===== src/rtl/regfile_alu_sequencer_pkg.sv =====
// rtl/regfile_alu_sequencer_pkg.sv - shared state encoding and ALU opcode constants
package regfile_alu_sequencer_pkg;

  typedef enum logic [2:0] {
    ST_IDLE  = 3'd0,
    ST_FETCH = 3'd1,
    ST_EXEC  = 3'd2,
    ST_WB_LO = 3'd3,
    ST_WB_HI = 3'd4
  } state_t;

  localparam logic [1:0] OP_ADD = 2'b00;
  localparam logic [1:0] OP_SUB = 2'b01;
  localparam logic [1:0] OP_AND = 2'b10;
  localparam logic [1:0] OP_MUL = 2'b11;

endpackage


===== src/rtl/regfile_alu_sequencer_regfile_array.sv =====
// rtl/regfile_alu_sequencer_regfile_array.sv - NREGS x WIDTH array, one sync write port, three async read ports
module regfile_alu_sequencer_regfile_array #(
  parameter int WIDTH  = 8,
  parameter int NREGS  = 8,
  parameter int ADDR_W = 3
) (
  input  logic              clk,
  input  logic              rst_n,
  input  logic              we,
  input  logic [ADDR_W-1:0] waddr,
  input  logic [WIDTH-1:0]  wdata,
  input  logic [ADDR_W-1:0] raddr_a,
  input  logic [ADDR_W-1:0] raddr_b,
  input  logic [ADDR_W-1:0] raddr_c,
  output logic [WIDTH-1:0]  rdata_a,
  output logic [WIDTH-1:0]  rdata_b,
  output logic [WIDTH-1:0]  rdata_c
);

  logic [WIDTH-1:0] mem [NREGS];

  always_ff @(posedge clk or negedge rst_n) begin
    if (!rst_n) begin
      for (int i = 0; i < NREGS; i++) begin
        mem[i] <= '0;
      end
    end else if (we) begin
      mem[waddr] <= wdata;
    end
  end

  assign rdata_a = mem[raddr_a];
  assign rdata_b = mem[raddr_b];
  assign rdata_c = mem[raddr_c];

endmodule


===== src/rtl/regfile_alu_sequencer.sv =====
// rtl/regfile_alu_sequencer.sv - register file plus fetch/exec/writeback sequencer driving an external ALU
module regfile_alu_sequencer #(
  parameter int         WIDTH   = 8,
  parameter int         NREGS   = 8,
  parameter int         ADDR_W  = 3,
  parameter int         ALU_LAT = 1,
  parameter logic [1:0] OP_MUL  = 2'b11
) (
  input  logic               clk,
  input  logic               rst_n,
  input  logic               cmd_valid,
  output logic               cmd_ready,
  input  logic [1:0]         cmd_op,
  input  logic [ADDR_W-1:0]  cmd_rs1,
  input  logic [ADDR_W-1:0]  cmd_rs2,
  input  logic [ADDR_W-1:0]  cmd_rd,
  input  logic               wr_en,
  input  logic [ADDR_W-1:0]  wr_addr,
  input  logic [WIDTH-1:0]   wr_data,
  input  logic [ADDR_W-1:0]  rd_addr,
  output logic [WIDTH-1:0]   rd_data,
  output logic [WIDTH-1:0]   alu_a,
  output logic [WIDTH-1:0]   alu_b,
  output logic [1:0]         alu_op,
  input  logic [WIDTH-1:0]   alu_result,
  input  logic               alu_carry,
  input  logic               alu_overflow,
  input  logic [2*WIDTH-1:0] alu_product,
  output logic               done,
  output logic               flag_c,
  output logic               flag_v
);

  import regfile_alu_sequencer_pkg::*;

  localparam int CNT_W = (ALU_LAT > 1) ? $clog2(ALU_LAT) : 1;
  localparam logic [CNT_W-1:0] CNT_LAST = CNT_W'(ALU_LAT - 1);

  state_t            state;
  logic [1:0]        op_q;
  logic [ADDR_W-1:0] rs1_q;
  logic [ADDR_W-1:0] rs2_q;
  logic [ADDR_W-1:0] rd_q;
  logic [CNT_W-1:0]  lat_cnt;
  logic [WIDTH-1:0]  lo_q;
  logic [WIDTH-1:0]  hi_q;

  logic              rf_we;
  logic [ADDR_W-1:0] rf_waddr;
  logic [WIDTH-1:0]  rf_wdata;
  logic [WIDTH-1:0]  rf_rdata_a;
  logic [WIDTH-1:0]  rf_rdata_b;

  regfile_alu_sequencer_regfile_array #(
    .WIDTH  (WIDTH),
    .NREGS  (NREGS),
    .ADDR_W (ADDR_W)
  ) u_array (
    .clk     (clk),
    .rst_n   (rst_n),
    .we      (rf_we),
    .waddr   (rf_waddr),
    .wdata   (rf_wdata),
    .raddr_a (rs1_q),
    .raddr_b (rs2_q),
    .raddr_c (rd_addr),
    .rdata_a (rf_rdata_a),
    .rdata_b (rf_rdata_b),
    .rdata_c (rd_data)
  );

  assign cmd_ready = (state == ST_IDLE);

  // Host loads share the single write port and only get it while idle; busy-time loads are dropped.
  always_comb begin
    rf_we    = 1'b0;
    rf_waddr = wr_addr;
    rf_wdata = wr_data;
    case (state)
      ST_IDLE: rf_we = wr_en;
      ST_WB_LO: begin
        rf_we    = 1'b1;
        rf_waddr = rd_q;
        rf_wdata = lo_q;
      end
      ST_WB_HI: begin
        rf_we    = 1'b1;
        rf_waddr = rd_q + ADDR_W'(1);
        rf_wdata = hi_q;
      end
      default: rf_we = 1'b0;
    endcase
  end

  always_ff @(posedge clk or negedge rst_n) begin
    if (!rst_n) begin
      state   <= ST_IDLE;
      op_q    <= '0;
      rs1_q   <= '0;
      rs2_q   <= '0;
      rd_q    <= '0;
      lat_cnt <= '0;
      lo_q    <= '0;
      hi_q    <= '0;
      alu_a   <= '0;
      alu_b   <= '0;
      alu_op  <= '0;
      done    <= 1'b0;
      flag_c  <= 1'b0;
      flag_v  <= 1'b0;
    end else begin
      done <= 1'b0;
      case (state)
        ST_IDLE: begin
          if (cmd_valid) begin
            op_q  <= cmd_op;
            rs1_q <= cmd_rs1;
            rs2_q <= cmd_rs2;
            rd_q  <= cmd_rd;
            state <= ST_FETCH;
          end
        end
        ST_FETCH: begin
          alu_a   <= rf_rdata_a;
          alu_b   <= rf_rdata_b;
          alu_op  <= op_q;
          lat_cnt <= '0;
          state   <= ST_EXEC;
        end
        ST_EXEC: begin
          if (lat_cnt == CNT_LAST) begin
            hi_q <= alu_product[2*WIDTH-1:WIDTH];
            if (op_q == OP_MUL) begin
              lo_q   <= alu_product[WIDTH-1:0];
              flag_c <= 1'b0;
              flag_v <= |alu_product[2*WIDTH-1:WIDTH];
            end else begin
              lo_q   <= alu_result;
              flag_c <= alu_carry;
              flag_v <= alu_overflow;
            end
            state <= ST_WB_LO;
          end else begin
            lat_cnt <= lat_cnt + CNT_W'(1);
          end
        end
        ST_WB_LO: begin
          if (op_q == OP_MUL) begin
            state <= ST_WB_HI;
          end else begin
            state <= ST_IDLE;
            done  <= 1'b1;
          end
        end
        ST_WB_HI: begin
          state <= ST_IDLE;
          done  <= 1'b1;
        end
        default: state <= ST_IDLE;
      endcase
    end
  end

endmodule


===== config.mk =====
export PLATFORM = sky130hd
export DESIGN_NAME = regfile_alu_sequencer
export DESIGN_NICKNAME = d
export VERILOG_FILES = /design/src/rtl/regfile_alu_sequencer_pkg.sv /design/src/rtl/regfile_alu_sequencer_regfile_array.sv /design/src/rtl/regfile_alu_sequencer.sv
export SDC_FILE = /design/constraint.sdc
export NUM_CORES = 1
export LEC_CHECK = 0
export ABC_AREA = 0
export CAP_MARGIN = 20
export CORE_ASPECT_RATIO = 1.4
export CORE_UTILIZATION = 50
export DETAILED_ROUTE_END_ITERATION = 12
export PLACE_DENSITY = 0.7
export RECOVER_POWER = 25
export SETUP_SLACK_MARGIN = 0.2
export SLEW_MARGIN = 15
export SYNTH_ARGS = -nofsm -noshare
export SYNTH_HDL_FRONTEND = slang
export SYNTH_HIERARCHICAL = 1
export SYNTH_SLANG_ARGS = --single-unit

===== constraint.sdc =====
create_clock -name clk -period 2.6 [get_ports clk]
set_input_delay 0.39 -clock clk [delete_from_list [all_inputs] [get_ports clk]]
set_output_delay 0.39 -clock clk [all_outputs]
set_load 0.1 [all_outputs]

==> Yosys cells after proc, flatten, opt, wreduce, memory -nomap -nowiden <==
Index checks and enable logic that the tools add are counted.
{ "word_totals": {"elab_cells": 75, "in_bits": 55, "output_inout_bits": 30, "register_bits": 116} }
{ "classes": {"n_reduce_logical": 8, "n_lt_le_gt_ge": 5, "addsub": 2, "mux": 26, "bitwise": 5, "eq_ne": 7} }
{ "op_table": {"columns": ["operator", "n"], "rows": [
  ["binary-select mux 8 bit (select 3 bit)", 3],
  ["bitwise mux 64 bit", 1],
  ["two-way mux 8 bit", 8],
  ["demux 8 bit (select 3 bit)", 1],
  ["greater-or-equal comparator 4 bit (second input constant)", 4],
  ["inverter 3 -> 4 bit", 4],
  ["case mux 8 bit (2 select lines)", 1],
  ["case mux 3 bit (4 select lines)", 1],
  ["two-way mux 3 bit", 3],
  ["OR reduction 8 bit", 1],
  ["== test 3 x 2 -> 1 bit (second input constant)", 2],
  ["case mux 1 bit (2 select lines)", 3],
  ["case mux 3 bit (2 select lines)", 1],
  ["AND reduction 2 bit", 3],
  ["< comparator 4 x 1 -> 1 bit (second input constant)", 1],
  ["two-way mux 1 bit", 4],
  ["inequality test 2 bit (second input constant)", 2],
  ["adder 3 x 1 -> 3 bit (second input constant)", 1],
  ["== test 3 x 1 -> 1 bit (second input constant)", 1],
  ["== test 3 bit (second input constant)", 1],
  ["zero test 3 bit", 1],
  ["== test 2 bit (second input constant)", 1],
  ["nonzero test 2 bit", 1],
  ["OR reduction 2 bit", 1],
  ["other kinds (3)", 3]
]} }

==> Depth between registers and ports, before layout <==
Gate-level depths: netlist of run 1.
{ "depth": {"word_depth": 8, "ltp_mapped": 9, "ltp_nobuf": 6} }

==> By module <==
Netlist of run 1, hierarchy kept.
{ "by_module_without_submodules": {"columns": ["module", "n_inst", "seq_area_each_um2", "area_each_um2", "cells_per_inst"], "rows": [
  ["regfile_alu_sequencer_regfile_array", 1, 1601.5, 4078.9, 230],
  ["regfile_alu_sequencer", 1, 1276.2, 2655.0, 216]
]} }

==> Worst setup path after synthesis of run 1 <==
OpenSTA, ideal clock, no wires.
{ "synth_timing": {"path_type": "register -> register", "start": "register state[0]", "end": "register op_q[0]", "path_slack_ns": -0.050, "arrival_time_ns": 2.525, "required_time_ns": 2.475, "path_stages_with_launch": 6, "setup_time_ns": 0.125, "path_buffers": 2, "cell_sequence": "dfrtp_1 > buf_6 > nor3_2 > and2_4 > buf_6 > mux2_4"} }
{ "synth_via": {"elab_chain_len": 2} }
{ "synth_lines": {"columns": ["element", "line", "source"], "rows": [
  ["start, declared", "regfile_alu_sequencer.sv:39", "state_t state;"],
  ["start signal, assigned", "regfile_alu_sequencer.sv:97", "state <= ST_IDLE;"],
  ["start signal, assigned", "regfile_alu_sequencer.sv:120", "state <= ST_FETCH;"],
  ["start signal, assigned", "regfile_alu_sequencer.sv:128", "state <= ST_EXEC;"],
  ["zero test 3 bit", null, null],
  ["net cmd_ready", "regfile_alu_sequencer.sv:12", "output logic cmd_ready,"],
  ["AND reduction 2 bit (no line)", null, null],
  ["end signal, assigned", "regfile_alu_sequencer.sv:116", "op_q <= cmd_op;"],
  ["end, declared", "regfile_alu_sequencer.sv:40", "logic [1:0] op_q;"]
]} }
The timed path passes the listed nets, and every way through them passes these cells.
A chain may end at the register's enable or synchronous reset.

==> Final worst setup path of run 1 <==
{ "layout_timing": {"start": "register state[0]", "end": "register u_array/mem[30] (netlist name)"} }
{ "layout_via": {"elab_cells_between_ends": 14} }
{ "layout_rtl": {"columns": ["element", "line", "source"], "rows": [
  ["== test 3 x 2 -> 1 bit or == test 3 bit (tied branches)", "regfile_alu_sequencer.sv:79", "case (state)"],
  ["OR reduction 2 bit (no line)", null, null],
  ["case mux 1 bit (2 select lines) (*)", "regfile_alu_sequencer.sv:79", null],
  ["net rf_we", "regfile_alu_sequencer.sv:48", "logic rf_we;"],
  ["end signal, assigned by index", "regfile_alu_sequencer_regfile_array.sv:28", "mem[waddr] <= wdata;"],
  ["end, declared", "regfile_alu_sequencer_regfile_array.sv:20", "logic [WIDTH-1:0] mem [NREGS];"]
]} }
The timed path passes the listed nets; every way through them passes the cells marked *.

==> results of run 1 <==
[per-layer routing]
metal | vias to the layer above | share of wire, % | wire length (um) | GRT usage (%)
met5 | - | 0 | 0 | 0
met4 | 0 | 1.6 | 239 | 7.40
met3 | 20 | 3.7 | 560 | 4.57
met2 | 125 | 54 | 8150 | 41.6
met1 | 2237 | 41 | 6170 | 27.3
li1 | 1971 | - | - | -
[registers in the layout, indices dropped and copies added, names as in the netlist]
name         flops
lo_q             8
op_q             2
alu_a            8
u_array/mem     64
rd_q             3
alu_b            8
rs1_q            3
hi_q             8
alu_op           2
done             1
state            3
flag_c           1
flag_v           1
rs2_q            3
[final cells by class]
class | count | area (um^2)
sequential | 115 | 2880
multi-input combinational | 288 | 3530
tap | 178 | 223
timing repair buffer | 115 | 1140
fill | 1000 | 4620
clock inverter | 3 | 40.0
inverter | 4 | 15.0
clock buffer | 28 | 547
[cells in the final DEF (no fill, tap or decap), types with 2 or more instances in the layout]
| cell | Yosys | routed |
|---|---|---|
| dfrtp_2 | 0 | 2 |
| nor4bb_1 | 3 | 3 |
| buf_4 | 4 | 31 |
| clkbuf_1 | 6 | 17 |
| mux4_2 | 7 | 7 |
| nor3_1 | 11 | 12 |
| inv_1 | 3 | 3 |
| mux4_1 | 41 | 41 |
| mux2i_1 | 8 | 8 |
| mux2_2 | 104 | 104 |
| mux2_1 | 2 | 2 |
| a221oi_1 | 8 | 6 |
| nor2_1 | 12 | 12 |
| o22ai_1 | 11 | 11 |
| nor4_1 | 2 | 2 |
| or3b_1 | 9 | 9 |
| dfrtp_1 | 115 | 113 |
| mux2_4 | 20 | 20 |
| nand4b_1 | 3 | 3 |
| a221oi_2 | 1 | 3 |
| o21ai_0 | 12 | 12 |
| clkbuf_8 | 0 | 8 |
| a21oi_1 | 10 | 10 |
| clkdlybuf4s50_1 | 0 | 52 |
| clkbuf_16 | 0 | 17 |
| buf_12 | 4 | 14 |
| a22oi_1 | 2 | 2 |
| clkinv_2 | 0 | 2 |
| nand2_1 | 2 | 2 |
[path summary, 6_finish.rpt]
check | to | cells after the start | start
max in group asynchronous | state[0] | 3 | rst_n
min in group asynchronous | alu_b[6] | 2 | rst_n
worst min register to register | flag_v | 1 | flag_v
worst max-delay path | u_array/mem[30] | 7 | state[0]
worst min-delay path | flag_v | 1 | flag_v
worst max register to register | u_array/mem[30] | 7 | state[0]
[kinds of logic (layout without fill, tap and decap cells)]
family | after synthesis | after routing | synth area share (%)
simple gates | 56 | 56 | 5.70
flops | 115 | 115 | 42.7
xor+xnor | 2 | 2 | 0.260
mux | 182 | 182 | 41.7
fa+ha+maj | 1 | 1 | 0.186
buf+inv | 43 | 150 | 4.92
compound gates | 47 | 47 | 4.48
[through the flow]
stage	area, um^2	instances	hold slack, ns
global placement	7800	698	0.414
finish	8380	731	0.493
detailed placement	7800	698	0.430
global route	8380	731	0.521
CTS	8440	731	0.505
floorplan	6740	446	0.0944
[critical path: cells and delay by family, from the launching register on]
family / cells / cell delay [ns]
buffers and inverters: 3 / 0.61
AO/OA/AOI/OAI: 1 / 0.16
AND/OR/NAND/NOR: 2 / 0.63
multiplexers: 1 / 0.35
flip-flops: 1 / 0.48
[repair_timing]
action,in CTS,in global routing
hold buffers,1,0
gates resized for setup,4,3
gates cloned,1,0
endpoints found under the setup margin,28,50
endpoints found under the hold margin,1,0
==> results.yml, run 1 <==
cells_and_area:
  antenna_cells: 0
  areaGrowthSynthToFinish_pct: 24.4
  final_util_pct: 64.4
  drive_gt1_share_pct: 39.1
  nNetsFinal: 597
synth:
  yosysSeqAreaShare_pct: 42.7
  synth_nets: 502
  syn_area_um2: 6730
  synth-edff-count: 0
  synthDistinctLibCells: 47
  synth_largest_area_cell: "dfrtp_1"
  yosys_warnings: 6
  synth.most_common_cell: "dfrtp_1"
  synth_cells: 446
  synth_seq_cells: 115
  synth_area_leaders: "dfrtp_1 43%, mux2_2 17%, mux4_1 16%"
  synthFlopType: "dfrtp_1"
  netlist.area_leader.share_pct: 42.7
  synth.cells.most_frequent: "115 x dfrtp_1, 104 x mux2_2, 41 x mux4_1"
  async_flop_share_pct: 100
  syn_avg_cell_area_um2: 15.1
clocking:
  insertion_delay_ns: 0.40
  cts-root-buf: "clkbuf_16"
  clkSinkCount: 115
  cts_tree: "done"
  cts-buffers-inserted: 17
  htreeDepth: 4
  ctsLongestPathBuffers: 2
  post-cts-setup-buffers: 0
  cts.clk_slew.worst_paths_ns: 0.05
placement:
  portBuffers: 84
  hpwl_um: 10200
  dp_slack_ns: 0.0371
  place.gp.congestion: 0.774
timing:
  fin_tns_setup_ns: 0
  setup_violations: 0
  fin_crit_ns: 2.34
  hold_viol: 0
  clock_skew_ns: 0.00697
  relSlewSlack_pct: 22.4
  drv_slew: 0
  rsz0062_at_grt: "true"
  worst_slack_ns: 0.260
  min_period_over_period_pct: 90.0
  fmax_mhz: 427
  tightest_slew_ns: 1.17
setup_path:
  rrSetupSlack_ns: 0.26
  cpMaxStageDelayCell: "dfrtp_2"
  critPathArrivalTime_ns: 2.63
  worstPathMaxFanout: 10
  required_ns: 2.89
  start_kind: "register"
  cp-end-kind: "register"
  critical-path-max-stage-delay_ns: 0.48
  critPathKind: "reg2reg"
  path_cells: "or2_2, buf_4, o21ai_0, buf_4, nor4bb_1, buf_4, mux2_2"
  crit_top_cell: "buf_4"
routing:
  wl_per_cell_um: 20.7
  drc: 0
  via_per_inst: 5.95
  final_antenna_net_count: 0
  drtPass1Iterations: 4
  drt-initial-drc-count: 135
  postRouteWirelength_um: 15100
  dr_total_vias: 4353
floorplanning:
  initial_core_util_pct: 51.8
  die-area_um2: 13900
  fp.dieH_um: 139
  num_io_pins: 85
  num_rows: 49
  core_um2: 13000
  die_w_um: 100
grt:
  antenna_found_initial: 0
  grt_usage_pct: 23.1
  grt_max_degree: 74
  overflow: 0
  grt_pass1_wl_um: 24200
  grt_pass1_vias: 4563
worst_hold_path:
  hold_class: "reg2reg"
run:
  drv_cap: 0
outcome:
  status: "finished, final reports clean"
Power of run 1 is left out: the tool's default activity adds up to more than one toggle a clock period on the data nets, which glitch-free logic cannot reach.
==> inputs of run 2 (changes only) <==
--- a/config.mk
+++ b/config.mk
@@ -10,8 +10,9 @@
 export CORE_ASPECT_RATIO = 1.4
 export CORE_UTILIZATION = 50
 export DETAILED_ROUTE_END_ITERATION = 12
-export PLACE_DENSITY = 0.7
+export PLACE_DENSITY = 0.84
 export RECOVER_POWER = 25
+export REMOVE_ABC_BUFFERS = 1
 export SETUP_SLACK_MARGIN = 0.2
 export SLEW_MARGIN = 15
 export SYNTH_ARGS = -nofsm -noshare
==> results.yml, run 2 (synthesized netlist as in run 1, its figures left out) <==
timing:
  rsz0062_at_grt: "true"
  setup_violations: 0
  fin_crit_ns: 2.35
  clock_skew_ns: 0.00859
  relSlewSlack_pct: 5.55
  drv_slew: 0
  hold_viol: 0
  fmax_mhz: 425
  min_period_over_period_pct: 90.4
  tightest_slew_ns: 1.42
  fin_tns_setup_ns: 0
routing:
  drtPass1Iterations: 5
  drt-initial-drc-count: 274
  dr_total_vias: 4642
  postRouteWirelength_um: 16800
  final_antenna_net_count: 0
  wl_per_cell_um: 22.7
  drc: 0
  via_per_inst: 6.29
cells_and_area:
  largest_register: "u_array/mem"
  nNetsFinal: 603
  fin_cells: 738
  final_cell_mix: "113 x dfrtp_1, 104 x mux2_2, 52 x clkdlybuf4s50_1, 52 x buf_4, 41 x mux4_1"
  fin_area_um2: 8550
  layout_commonest_cell: "dfrtp_1"
  nFillCells: 914
  final_util_pct: 65.8
  antenna_cells: 0
  largest_reg_flops: 64
  drive_gt1_share_pct: 44.5
  areaGrowthSynthToFinish_pct: 26.9
floorplanning:
  num_io_pins: 85
  core_um2: 13000
  die_w_um: 100
  fp.dieH_um: 139
  die-area_um2: 13900
  num_rows: 49
  initial_core_util_pct: 51.8
clocking:
  cts_tree: "done"
  ctsLongestPathBuffers: 2
  clkSinkCount: 115
  cts.clk_slew.worst_paths_ns: 0.06
  cts-buffers-inserted: 17
  holdBufCountCts: 0
  htreeDepth: 4
  cts-root-buf: "clkbuf_16"
  insertion_delay_ns: 0.41
setup_path:
  critPathKind: "reg2reg"
  worstReg2RegEnd: "u_array/mem[31]"
  r2r.worst_path.cells: 7
  critPathArrivalTime_ns: 2.64
  rrSetupSlack_ns: 0.25
  cp-end-kind: "register"
  start_kind: "register"
  r2r_start: "state[0]"
  worstPathMaxFanout: 10
  required_ns: 2.89
grt:
  grt_pass1_vias: 4852
  grt_pass1_wl_um: 26300
  grt_usage_pct: 25.5
  grt_max_degree: 57
  overflow: 0
  antenna_found_initial: 0
placement:
  hpwl_um: 11100
  portBuffers: 84
  place.gp.congestion: 0.814
  placed_cell_area_um2: 7830
  placedCellCount: 702
worst_hold_path:
  hold_class: "in2async"
run:
  drv_cap: 0
outcome:
  status: "finished, final reports clean"
-- run 2: changes by cell type in the layout (fill, tap and decap cells not counted), sizes merged --
cell / change
clkbuf: -22
buf: +19
bufinv: +3
clkinvlp: +3
dlygate4sd3: -1
clkinv: +4
bufbuf: +1
-- run 2: worst max-delay path: stages, from the launching register on --
cell and delay, ns:
dfrtp_2 0.47, or2_2 0.33, buf_4 0.18, o21ai_1 0.14, buf_4 0.16, nor4bb_2 0.33, buf_4 0.25, mux2_2 0.35
-- run 2: worst max path at each step --
stage	slack, ns	endpoint	startpoint	cells after the start
after global routing	0.18	u_array/mem[30]	state[0]	7
after global placement	0.08	rd_data[3]	rd_addr[0]	5
after CTS	0.20	u_array/mem[31]	state[0]	7
after floorplan	-0.60	u_array/mem[24]	state[2]	4
final	0.25	u_array/mem[31]	state[0]	7
after detailed placement	0.05	rd_data[0]	rd_addr[0]	5
-- run 2: repair_timing --
item                                    in CTS  in global routing
endpoints found under the setup margin      35                 57
buffers inserted                             0                  3
gates cloned                                 1                  0
pin swaps                                    0                  1
gates resized for setup                      6                  9
-- run 2: per-layer routing --
| metal | vias to the layer above | GRT usage [%] | wire, um |
|---|---|---|---|
| met4 | 0 | 14.3 | 719 |
| met5 | - | 0 | 0 |
| li1 | 1989 | - | - |
| met1 | 2356 | 29.2 | 6050 |
| met2 | 235 | 43.7 | 8850 |
| met3 | 62 | 5.68 | 1160 |
-- run 2: cell type report --
type / count / area [um^2] / area share [%]
clock inverters: 13 / 184 / 2.15
multi-input cells: 288 / 3580 / 41.9
flip-flops and latches: 115 / 2880 / 33.7
inverters: 4 / 15.0 / 0.176
clock buffers: 19 / 443 / 5.18
well taps: 178 / 223 / 2.61
repair buffers: 121 / 1220 / 14.3
-- run 2: stage by stage --
stage,setup WS (ns),hold WS (ns)
CTS,0.203,0.0553
global route,0.183,0.425
detailed placement,0.0478,0.495
global placement,0.0776,0.481
floorplan,-0.599,0.0944
finish,0.249,0.301
Power of run 2 is left out for the same reason.
==> inputs of run 3 (changes only) <==
--- a/config.mk
+++ b/config.mk
@@ -12,7 +12,6 @@
 export DETAILED_ROUTE_END_ITERATION = 12
 export PLACE_DENSITY = 0.84
 export RECOVER_POWER = 25
-export REMOVE_ABC_BUFFERS = 1
 export SETUP_SLACK_MARGIN = 0.2
 export SLEW_MARGIN = 15
 export SYNTH_ARGS = -nofsm -noshare
==> results.yml, run 3 (synthesized netlist as in run 1, its figures left out) <==
timing:
  worst_slack_ns: 0.205
  setup_violations: 0
  fin_crit_ns: 2.40
  tightest_slew_ns: 0.977
  rsz0062_at_grt: "false"
  fmax_mhz: 418
  min_period_over_period_pct: 92.1
  hold_viol: 0
  relSlewSlack_pct: 34.9
  drv_slew: 0
  fin_tns_setup_ns: 0
  clock_skew_ns: 0.00942
routing:
  drc: 0
  wl_per_cell_um: 21.2
  route.met3.wl_um: 923
  met1Wirelength_um: 5800
  dr_total_vias: 4538
  topRoutingLayerUsed: "met4"
  postRouteWirelength_um: 15500
  via_per_inst: 6.19
  drtPass1Iterations: 4
  final_antenna_net_count: 0
  wl_met2_um: 8250
  drt-initial-drc-count: 258
setup_path:
  critPathKind: "reg2reg"
  rrSetupSlack_ns: 0.20
  worstPathMaxFanout: 8
  setup.worst_path.start: "state[1]"
  required_ns: 2.89
  r2r_start: "state[1]"
  r2r.worst_path.cells: 8
  critPathArrivalTime_ns: 2.69
  worstReg2RegEnd: "u_array/mem[46]"
  start_kind: "register"
  cp-end-kind: "register"
  crit_path_end: "u_array/mem[46]"
grt:
  grt_usage_pct: 23.7
  antenna_found_initial: 0
  grt_max_degree: 79
  overflow: 0
  grt_pass1_vias: 4707
  grt_pass1_wl_um: 24600
cells_and_area:
  areaGrowthSynthToFinish_pct: 25.3
  largest_reg_flops: 64
  final_cell_mix: "114 x dfrtp_1, 104 x mux2_2, 52 x clkdlybuf4s50_1, 52 x buf_4, 41 x mux4_1"
  layout_commonest_cell: "dfrtp_1"
  seqCellArea_um2: 2880
  multiInputGateArea_um2: 3570
  nFillCells: 920
  nNetsFinal: 605
  final_util_pct: 64.9
  largest_register: "u_array/mem"
  fin_area_um2: 8440
  drive_gt1_share_pct: 42.7
  antenna_cells: 0
run:
  drv_cap: 0
clocking:
  cts_tree: "done"
  insertion_delay_ns: 0.41
  cts-buffers-inserted: 17
  clkSinkCount: 115
  ctsLongestPathBuffers: 2
  cts.clk_slew.worst_paths_ns: 0.05
  htreeDepth: 4
  cts-root-buf: "clkbuf_16"
placement:
  hpwl_um: 10300
  place.gp.congestion: 0.776
  dp_slack_ns: 0.0577
  portBuffers: 84
  placed_cell_area_um2: 7780
floorplanning:
  initial_core_util_pct: 51.8
  die_w_um: 100
  die-area_um2: 13900
  num_rows: 49
  core_um2: 13000
  fp.dieH_um: 139
  num_io_pins: 85
worst_hold_path:
  whs_path_depth: 1
  hold_class: "reg2reg"
outcome:
  status: "finished, final reports clean"
## run 3: stage by stage
step	hold slack (ns)	std cells
after detailed placement	0.391	697
after floorplan	0.0944	446
final	0.503	733
after global placement	0.389	697
after CTS	0.508	724
after global routing	0.521	733
## run 3: final cells by class
type	count	share of cell area, %
inverters	4	0.178
multi-input cells	288	42.3
well taps	178	2.64
repair buffers	123	14.8
clock buffers	25	5.99
flip-flops and latches	115	34.1
## run 3: per-layer routing
layer	vias to the layer above	GRT usage (%)
met1	2300	27.6
met5	-	0
li1	1988	-
met2	203	40.7
met3	47	5.37
met4	0	12.0
## run 3: worst min-delay path by stage
| stage | startpoint | end | slack (ns) |
|---|---|---|---|
| final | flag_v | flag_v | 0.50 |
| after global routing | alu_a[5] | alu_a[5] | 0.52 |
| after CTS | rst_n | flag_v | 0.51 |
| after detailed placement | rst_n | flag_v | 0.39 |
| after global placement | rst_n | flag_v | 0.39 |
| after floorplan | rst_n | alu_a[0] | 0.09 |
## run 3: worst max-delay path, stage by stage, from the launching register on
cell and delay [ns]:
dfrtp_1 0.51, buf_4 0.18, nand3b_1 0.12, a32oi_1 0.26, o21ai_2 0.12, buf_4 0.17
nor4bb_1 0.29, buf_4 0.26, mux2_2 0.36
## run 3: what timing repair did
item | CTS | global route
endpoints found under the setup margin | 56 | 49
hold endpoints to repair | 37 | 0
pin swaps | 0 | 1
resized for setup | 8 | 6
buffers inserted | 0 | 9
cloned | 1 | 0
hold buffers | 1 | 0
Power of run 3 is left out for the same reason.
